`src/rtl/controlador_memoria_datos_pkg.sv`:
```
// Shared definitions for the data-memory load/store controller:
// access-size encodings, FSM state encodings and the alignment rule.
package controlador_memoria_datos_pkg;

    localparam int ANCHO_DATO_DEF    = 32;
    localparam int ANCHO_DIR_PAL_DEF = 8;

    typedef enum logic [1:0] {
        TAM_BYTE = 2'b00,
        TAM_HALF = 2'b01,
        TAM_WORD = 2'b10,
        TAM_RES  = 2'b11
    } tam_t;

    typedef enum logic [2:0] {
        IDLE = 3'd0,
        LEER = 3'd1,
        CAPT = 3'd2,
        ESCR = 3'd3,
        FIN  = 3'd4
    } estado_t;

    // An access is rejected when its size is reserved or its byte offset is
    // not a multiple of the access size.
    function automatic logic acceso_invalido(input tam_t tam, input logic [1:0] lane);
        logic inval;
        case (tam)
            TAM_BYTE: inval = 1'b0;
            TAM_HALF: inval = lane[0];
            TAM_WORD: inval = (lane != 2'b00);
            default:  inval = 1'b1;
        endcase
        return inval;
    endfunction

endpackage

```
`src/rtl/controlador_memoria_datos_alineador.sv`:
```
// Combinational lane handling: extracts the addressed byte/half of a memory
// word and extends it for loads, and merges store data into the addressed
// lane for read-modify-write stores. Byte k occupies bits 8k+7:8k.
module alineador_bytes
    import controlador_memoria_datos_pkg::*;
#(
    parameter int ANCHO_DATO = ANCHO_DATO_DEF
) (
    input  logic [ANCHO_DATO-1:0] palabra,
    input  logic [1:0]            lane,
    input  tam_t                  tam,
    input  logic                  con_signo,
    input  logic [15:0]           dato_sub,
    output logic [ANCHO_DATO-1:0] extendido,
    output logic [ANCHO_DATO-1:0] mezcla
);

    logic [7:0]            byte_s;
    logic [15:0]           media_s;
    logic [4:0]            desp_s;
    logic [ANCHO_DATO-1:0] mascara_s;
    logic [ANCHO_DATO-1:0] insercion_s;

    // Load path: pick the addressed lane and sign- or zero-extend it
    always_comb begin
        byte_s  = palabra[{lane, 3'b000} +: 8];
        media_s = palabra[{lane[1], 4'b0000} +: 16];
        case (tam)
            TAM_BYTE: extendido = {{(ANCHO_DATO-8){con_signo & byte_s[7]}}, byte_s};
            TAM_HALF: extendido = {{(ANCHO_DATO-16){con_signo & media_s[15]}}, media_s};
            TAM_WORD: extendido = palabra;
            default:  extendido = {ANCHO_DATO{1'b0}};
        endcase
    end

    // Store path: overwrite only the addressed lane of the word read back
    always_comb begin
        desp_s = {lane, 3'b000};
        case (tam)
            TAM_BYTE: begin
                mascara_s   = {{(ANCHO_DATO-8){1'b0}}, 8'hFF} << desp_s;
                insercion_s = {{(ANCHO_DATO-8){1'b0}}, dato_sub[7:0]} << desp_s;
            end
            TAM_HALF: begin
                mascara_s   = {{(ANCHO_DATO-16){1'b0}}, 16'hFFFF} << desp_s;
                insercion_s = {{(ANCHO_DATO-16){1'b0}}, dato_sub} << desp_s;
            end
            default: begin
                mascara_s   = {ANCHO_DATO{1'b0}};
                insercion_s = {ANCHO_DATO{1'b0}};
            end
        endcase
        mezcla = (palabra & ~mascara_s) | insercion_s;
    end

endmodule

```
`src/rtl/controlador_memoria_datos.sv`:
```
// Load/store initiator between the CPU datapath and a word-wide data memory
// with registered read data. Sub-word stores run as read-modify-write; loads
// are zero- or sign-extended. All outputs are registered.
module controlador_memoria_datos
    import controlador_memoria_datos_pkg::*;
#(
    parameter int ANCHO_DATO    = ANCHO_DATO_DEF,
    parameter int ANCHO_DIR_PAL = ANCHO_DIR_PAL_DEF
) (
    input  logic                     clk,
    input  logic                     rst_n,
    input  logic                     req,
    input  logic                     we,
    input  logic [1:0]               tam,
    input  logic                     con_signo,
    input  logic [ANCHO_DIR_PAL+1:0] dir,
    input  logic [ANCHO_DATO-1:0]    dato_in,
    output logic                     ready,
    output logic                     done,
    output logic                     err,
    output logic [ANCHO_DATO-1:0]    dato_out,
    output logic                     EscrMem,
    output logic                     LeerMem,
    output logic [ANCHO_DIR_PAL-1:0] Direc,
    output logic [ANCHO_DATO-1:0]    DatoEscr,
    input  logic [ANCHO_DATO-1:0]    DatoLeido
);

    estado_t                  estado_r, estado_sig_s;
    logic                     acepta_s, invalido_s;
    logic                     we_r, signo_r;
    tam_t                     tam_r;
    logic [1:0]               lane_r;
    logic [15:0]              dato_r;
    logic [ANCHO_DIR_PAL-1:0] direc_r;
    logic [ANCHO_DATO-1:0]    dato_escr_r, dato_out_r;
    logic [ANCHO_DATO-1:0]    extendido_s, mezcla_s;
    logic                     ready_s, done_s, err_s, escr_s, leer_s;
    logic                     ready_r, done_r, err_r, escr_r, leer_r;

    assign acepta_s   = (estado_r == IDLE) & req;
    assign invalido_s = acceso_invalido(tam_t'(tam), dir[1:0]);

    alineador_bytes #(.ANCHO_DATO(ANCHO_DATO)) u_alineador (
        .palabra   (DatoLeido),
        .lane      (lane_r),
        .tam       (tam_r),
        .con_signo (signo_r),
        .dato_sub  (dato_r),
        .extendido (extendido_s),
        .mezcla    (mezcla_s)
    );

    // State register
    always_ff @(posedge clk or negedge rst_n) begin
        if (!rst_n) begin
            estado_r <= IDLE;
        end else begin
            estado_r <= estado_sig_s;
        end
    end

    // Next-state logic: word stores skip the read, sub-word stores read first
    always_comb begin
        estado_sig_s = IDLE;
        case (estado_r)
            IDLE: begin
                if (!acepta_s) begin
                    estado_sig_s = IDLE;
                end else if (invalido_s) begin
                    estado_sig_s = FIN;
                end else if (we && (tam_t'(tam) == TAM_WORD)) begin
                    estado_sig_s = ESCR;
                end else begin
                    estado_sig_s = LEER;
                end
            end
            LEER: estado_sig_s = CAPT;
            CAPT: begin
                if (we_r) begin
                    estado_sig_s = ESCR;
                end else begin
                    estado_sig_s = FIN;
                end
            end
            ESCR:    estado_sig_s = FIN;
            FIN:     estado_sig_s = IDLE;
            default: estado_sig_s = IDLE;
        endcase
    end

    // Output decode from the state being entered, so the registered outputs
    // line up with the state; only the error path goes straight IDLE->FIN
    always_comb begin
        ready_s = (estado_sig_s == IDLE);
        leer_s  = (estado_sig_s == LEER);
        escr_s  = (estado_sig_s == ESCR);
        done_s  = (estado_sig_s == FIN);
        err_s   = (estado_r == IDLE) && (estado_sig_s == FIN);
    end

    // Output strobe registers, cleared asynchronously so strobes drop at once
    always_ff @(posedge clk or negedge rst_n) begin
        if (!rst_n) begin
            ready_r <= 1'b1;
            leer_r  <= 1'b0;
            escr_r  <= 1'b0;
            done_r  <= 1'b0;
            err_r   <= 1'b0;
        end else begin
            ready_r <= ready_s;
            leer_r  <= leer_s;
            escr_r  <= escr_s;
            done_r  <= done_s;
            err_r   <= err_s;
        end
    end

    // Request latching, memory address/data and load result registers
    always_ff @(posedge clk or negedge rst_n) begin
        if (!rst_n) begin
            we_r        <= 1'b0;
            tam_r       <= TAM_BYTE;
            signo_r     <= 1'b0;
            lane_r      <= 2'b00;
            dato_r      <= 16'h0000;
            direc_r     <= {ANCHO_DIR_PAL{1'b0}};
            dato_escr_r <= {ANCHO_DATO{1'b0}};
            dato_out_r  <= {ANCHO_DATO{1'b0}};
        end else if (acepta_s) begin
            we_r    <= we;
            tam_r   <= tam_t'(tam);
            signo_r <= con_signo;
            lane_r  <= dir[1:0];
            dato_r  <= dato_in[15:0];
            direc_r <= dir[ANCHO_DIR_PAL+1:2];
            if (we && !invalido_s && (tam_t'(tam) == TAM_WORD)) begin
                dato_escr_r <= dato_in;
            end else begin
                dato_escr_r <= dato_escr_r;
            end
        end else if (estado_r == CAPT) begin
            if (we_r) begin
                dato_escr_r <= mezcla_s;
            end else begin
                dato_out_r <= extendido_s;
            end
        end else begin
            dato_out_r <= dato_out_r;
        end
    end

    assign ready    = ready_r;
    assign done     = done_r;
    assign err      = err_r;
    assign dato_out = dato_out_r;
    assign EscrMem  = escr_r;
    assign LeerMem  = leer_r;
    assign Direc    = direc_r;
    assign DatoEscr = dato_escr_r;

endmodule

```
`config.mk`:
```
export PLATFORM = sky130hd
export DESIGN_NAME = controlador_memoria_datos
export DESIGN_NICKNAME = d
export VERILOG_FILES = /design/src/rtl/controlador_memoria_datos_pkg.sv /design/src/rtl/controlador_memoria_datos_alineador.sv /design/src/rtl/controlador_memoria_datos.sv
export SDC_FILE = /design/constraint.sdc
export NUM_CORES = 1
export LEC_CHECK = 0
export ABC_AREA = 1
export CAP_MARGIN = 20
export CELL_PAD_IN_SITES_DETAIL_PLACEMENT = 0
export CELL_PAD_IN_SITES_GLOBAL_PLACEMENT = 2
export CORE_MARGIN = 8
export CORE_UTILIZATION = 23
export CTS_CLUSTER_SIZE = 24
export DETAILED_ROUTE_END_ITERATION = 16
export GPL_TIMING_DRIVEN = 0
export MAX_ROUTING_LAYER = met4
export PLACE_DENSITY = 0.78
export SLEW_MARGIN = 20
export SYNTH_ARGS = -nofsm -noshare
export SYNTH_HDL_FRONTEND = slang
export SYNTH_SLANG_ARGS = --single-unit
export TNS_END_PERCENT = 50
```
`constraint.sdc`:
```
create_clock -name clk -period 1.36 [get_ports clk]
set_input_delay 0.136 -clock clk [delete_from_list [all_inputs] [get_ports clk]]
set_output_delay 0.136 -clock clk [all_outputs]
set_load 0.05 [all_outputs]
```
* Word-level counts from Yosys, hierarchy flattened *
Cells that the tools add are included.

storage, ports and cells
  output and inout port bits = 77
  flip-flop bits (word level) = 102
  input bits = 81
  logic and storage cells = 66

cells by class
  bitwise logic cells = 8
  reductions and logical operators = 14
  multiplexer cells = 13
  shift operators = 6
  equal/unequal tests = 11

operator list
  operator               number
  $mux 32                4
  $pmux 32 s2            2
  $pmux 32 s3            1
  $and 32x32->32         1
  $not 32->32            1
  $or 32x32->32          1
  $shiftx 32x6->16       1
  $shiftx 32x6->8        1
  $shl 16x5->32          1
  $shl 16x5->32 const A  1
  $shl 8x5->32           1
  $shl 8x5->32 const A   1
  $pmux 3 s4             1
  $eq 3x2->1 const B     3
  $mux 3                 3
  $eq 3x1->1 const B     2
  $logic_not 3->1        2
  $reduce_and 3->1       2
  $reduce_bool 2->1      3
  $eq 2x1->1 const B     2
  $eq 2x2->1 const B     2
  $logic_and 1x1->1      4
  $logic_not 2->1        2
  $and 1x1->1            3
  other kinds (6)        7

* Depth between registers and ports, before layout *
  depth in word-level cells = 8
  gate-level depth with buffers = 11

* Cells and area by module *
Synthesis repeated with hierarchy kept, for this count alone.

second synthesis, totals
  cells, all modules = 892
  area, all modules = 6027.0 sq um

by module, submodules not included
  module                     cells each  instances  area each (sq um)
  controlador_memoria_datos  528         1          4345.4
  alineador_bytes            364         1          1681.6

* Worst setup path before layout *
Ideal clock, no wire load.

  path kind = reg2reg
  start = register tam_r[1]
  end = register dato_escr_r[0] (netlist: DatoEscr[0])
  clock period less this slack = 1356 ps
  stages on the path, launching flop included = 9
  arrival = 1237 ps
  library setup time = 119 ps
  setup slack = 4 ps
  path buffers = 2
  path through = dfrtp_1 -> buf_6 -> nor2_4 -> buf_4 -> nand2_2 -> o21ai_1 -> o22ai_1 -> nand2_1 -> nand2_1

on the way
  longest elaborated chain between the ends = 8

RTL lines
  item                                           line                                       text
  start, declared                                controlador_memoria_datos.sv:32            tam_t tam_r;
  start signal, assigned                         controlador_memoria_datos.sv:132           tam_r <= tam_t'(tam);
  $eq 2x1->1 or $logic_not 2->1 (tied branches)  controlador_memoria_datos_alineador.sv:39  case (tam)
  $pmux 32 s2                                    controlador_memoria_datos_alineador.sv:39
  $not 32->32                                    controlador_memoria_datos_alineador.sv:53  mezcla = (palabra & ~mascara_s) | insercion_s;
  $and 32x32->32                                 controlador_memoria_datos_alineador.sv:53
  $or 32x32->32 (*)                              controlador_memoria_datos_alineador.sv:53
  $mux 32 (*)                                    controlador_memoria_datos.sv:143           if (we_r) begin
  $mux 32 (*)                                    controlador_memoria_datos.sv:142           end else if (estado_r == CAPT) begin
  $mux 32 (*)                                    controlador_memoria_datos.sv:130           end else if (acepta_s) begin
  end signal, assigned                           controlador_memoria_datos.sv:128           dato_escr_r <= {ANCHO_DATO{1'b0}};
  end signal, assigned                           controlador_memoria_datos.sv:140           dato_escr_r <= dato_escr_r;
  end signal, assigned                           controlador_memoria_datos.sv:144           dato_escr_r <= mezcla_s;
  end, declared                                  controlador_memoria_datos.sv:36            logic [ANCHO_DATO-1:0] dato_escr_r, dato_out_r;

Mark *: on every way between the ends. The rest lies on a longest branch, timed or not. The select of a mux whose other input is x is not followed.
A chain may end at the register's enable or synchronous reset.

* Final worst setup path *
  start = register estado_r[0]
  end = register dato_escr_r[12] (netlist: DatoEscr[12])

on the way
  longest elaborated chain between the ends = 4

RTL lines
  item                                                              line                              text
  start, declared                                                   controlador_memoria_datos.sv:29   estado_t estado_r, estado_sig_s;
  start signal, assigned                                            controlador_memoria_datos.sv:59   estado_r <= estado_sig_s;
  $logic_not 3->1                                                   controlador_memoria_datos.sv:41   assign acepta_s = (estado_r == IDLE) & req;
  $and 1x1->1                                                       controlador_memoria_datos.sv:41
  $ne 2x1->1 (no source line) or $reduce_bool 2->1 (tied branches)  n/a
  $reduce_and 3->1 (no source line)                                 n/a
  end signal, assigned                                              controlador_memoria_datos.sv:128
  end signal, assigned                                              controlador_memoria_datos.sv:138  dato_escr_r <= dato_in;
  end signal, assigned                                              controlador_memoria_datos.sv:140

Several ways; a longest one is shown, not always the timed one.

==> out/metrics.csv <==
metric;value;unit
Critical Path Source Type;register;
GR Util met1;0.2162;
Total Power;24.78;mW
worst skew pair latency;0.36;ns
mapped cell area;5758;um2
Via density;4.388;
Congestion Overflow GR;0;
fraction of layout cells with a size suffix above 1;0.2922;
final setup fails;73;
clk slew on worst S/H paths;0.08;ns
routability congestion estimate;0.8610;
failing checks;setup timing;
Initial Util;0.2313;
final hold vios;0;
Total Nets Final;1130;
final WL;24220;um
maxcap violations;0;
largest net degree at the start of global routing;62;
die area;30350;um2
final instance area;9365;um2
# IOs;158;
non-filler instance count after layout;1385;
port bufs;157;
grt met2 use;0.2592;
outcome;finished with violations;
CP endpoint kind;register;
unrepaired setup endpoints after global routing;true;
Final WS setup;-0.2464;ns
Area growth syn-to-layout;62.65;%
vias in the first global route;6272;
Detailed Place HPWL;17990;um
Inst Count DP;1323;
die width;174.2;um
final period utilization;1.181;
post-synthesis average cell area;6.896;um2
Leakage Power;4.654;nW
worst vdd ir;0.001678;V
Max Fclk;0.6225;GHz
Min Hold Slack;0.2676;ns
Worst R2R Path Depth;9;
Synth Net Count;916;
yosys warns;0;
Synth cell types;31;
Die H;174.2;um
DR WL/cell;17.49;um
TritonCTS Buffers;9;
first-pass GRT wire length;37480;um
Max Buffers Root-to-Sink;2;
core area;24890;um2
initial drt markers;486;
post-route ant nets;0;
DR DRC count;0;
placed cell area;7771;um2
routed vias;6078;
GRT busiest layer;met2;
critical path arrival;1.91;ns
Tot GR Track Use;0.1635;
Final min period;1.606;ns
reg2reg setup slack;-0.25;ns
sequential cell area fraction in the yosys report;0.4435;
pins over their slew limit;0;
worst clock skew;0.01024;ns
Seq cells post-synth;102;
H-Tree Depth;3;
first drt pass iteration count;5;
Mapped Cells;835;
CP required;1.66;ns
initial antenna violation count;1;
root buffer cell;clkbuf_16;
TritonCTS clock tree;yes;
CTS Sinks;102;
critical path class;register to register;
Min-Delay Path Class;input pin to async pin;
Slew HR;0.6720;
row count;58;
power density over the cells;2646;nW/um2
Worst-Margin Slew;0.4939;ns
GRT met3 Usage;0.02864;
crit-path max FO;7;
metal layers:
metal | vias up | routed length (um) | part of all wire
met1 | 2869 | 11640 | 0.48
met3 | 14 | 1016 | 0.042
met2 | 146 | 11310 | 0.47
li1 | 3049 | - | -
met4 | 0 | 253 | 0.010
met5 | - | 0 | 0
logic make-up after synthesis:
group,Yosys count,share of synthesized area
buf+inv,107,0.08257
simple gates,491,0.3422
compound gates,135,0.1317
flops,102,0.4435
path summary, 6_finish.rpt:
kind	startpoint	endpoint
worst max-delay path	estado_r[0]	DatoEscr[12]
worst min-delay path	rst_n	dato_out[24]
min in group clk	con_signo	signo_r
worst max register to register	estado_r[0]	DatoEscr[12]
max in group asynchronous	rst_n	EscrMem
worst min register to register	dato_out[14]	dato_out[14]
Yosys cell counts, drive strengths merged:
cell type / number / share of area
nor2: 13 / 0.013
a21oi: 23 / 0.025
o22ai: 8 / 0.0087
dfrtp: 101 / 0.44
a22oi: 8 / 0.010
clkbuf: 13 / 0.0085
o21ai: 87 / 0.076
nand3b: 2 / 0.0026
nand2: 440 / 0.29
nand3: 33 / 0.033
inv: 64 / 0.042
dfstp: 1 / 0.0046
nor3: 3 / 0.0035
buf: 30 / 0.032
a21boi: 8 / 0.010
o211ai: 1 / 0.0013
final cells by class:
cell class / instances / area (um2)
Fill cell: 2648 / 15530
Multi-Input combinational cell: 626 / 3174
Timing Repair Buffer: 203 / 2168
Timing Repair inverter: 1 / 3.754
Clock inverter: 5 / 81.33
Buffer: 42 / 461.7
Clock buffer: 11 / 242.7
Sequential cell: 102 / 2555
Tap cell: 330 / 412.9
Antenna cell: 1 / 2.502
Inverter: 64 / 262.8
cell usage in the layout (no fill, tap or decap), types with 6 or more instances in the layout:
cell	synthesis	routed
buf_2	21	9
nand2_2	2	65
nand2_4	2	18
inv_1	55	53
buf_8	0	9
clkdlybuf4s15_2	0	66
buf_4	2	31
nand3_1	28	25
a22oi_1	8	8
clkdlybuf4s50_1	0	79
nor2_1	9	7
clkbuf_2	0	9
o21ai_1	22	29
inv_2	8	7
dfrtp_1	101	100
buf_6	5	20
a21oi_1	19	15
o21ai_0	65	55
nand2_1	436	355
clkbuf_16	0	15
o22ai_1	8	6
through the flow:
step	util	setup TNS (ns)	setup slack [ns]
2_1_floorplan	-	0	0.003922
3_3_place_gp	0.3110	-459.78	-4.209
3_5_place_dp	0.3122	-32.44	-0.4434
4_1_cts	0.3650	-8.606	-0.2036
5_1_grt	0.3762	-21.17	-0.3545
6_report	0.3762	-12.23	-0.2464
repair_timing:
item / 4_1_cts / 5_1_grt
gates resized for setup: 385 / 97
setup endpoints to repair: 175 / 109
pin swaps: 23 / 42
gates cloned: 13 / 3
endpoints found under the hold margin: 41 / 0
hold buffers: 1 / 0
setup buffers: 26 / 5
flip-flops by register name, summed over array words and instances (netlist names):
| register | cells |
|---|---|
| DatoEscr | 32 |
| dato_out | 32 |
| dato_r | 16 |
| Direc | 8 |
| estado_r | 3 |
| lane_r | 2 |
| tam_r | 2 |
| EscrMem | 1 |
| LeerMem | 1 |
| done | 1 |
| err | 1 |
| ready | 1 |
| signo_r | 1 |
| we_r | 1 |
worst max-delay path, cell delays in order (launching register included):
cell and delay, ns:
dfrtp_1 0.41, buf_6 0.13, nor3_4 0.20, inv_2 0.09
buf_12 0.13, a21oi_4 0.15, buf_12 0.16, clkbuf_16 0.15
nand2_1 0.05, nand2_1 0.06
where the power goes:
group	total [mW]	switching, mW	internal [mW]	leakage, nW
registers	5.58	1.09	4.48	1.25
clock network	2.93	1.25	1.67	0.156
logic	16.3	10.5	5.80	3.25
total	24.8	12.8	12.0	4.65
Note: power is estimated with default switching activity, not from simulation.
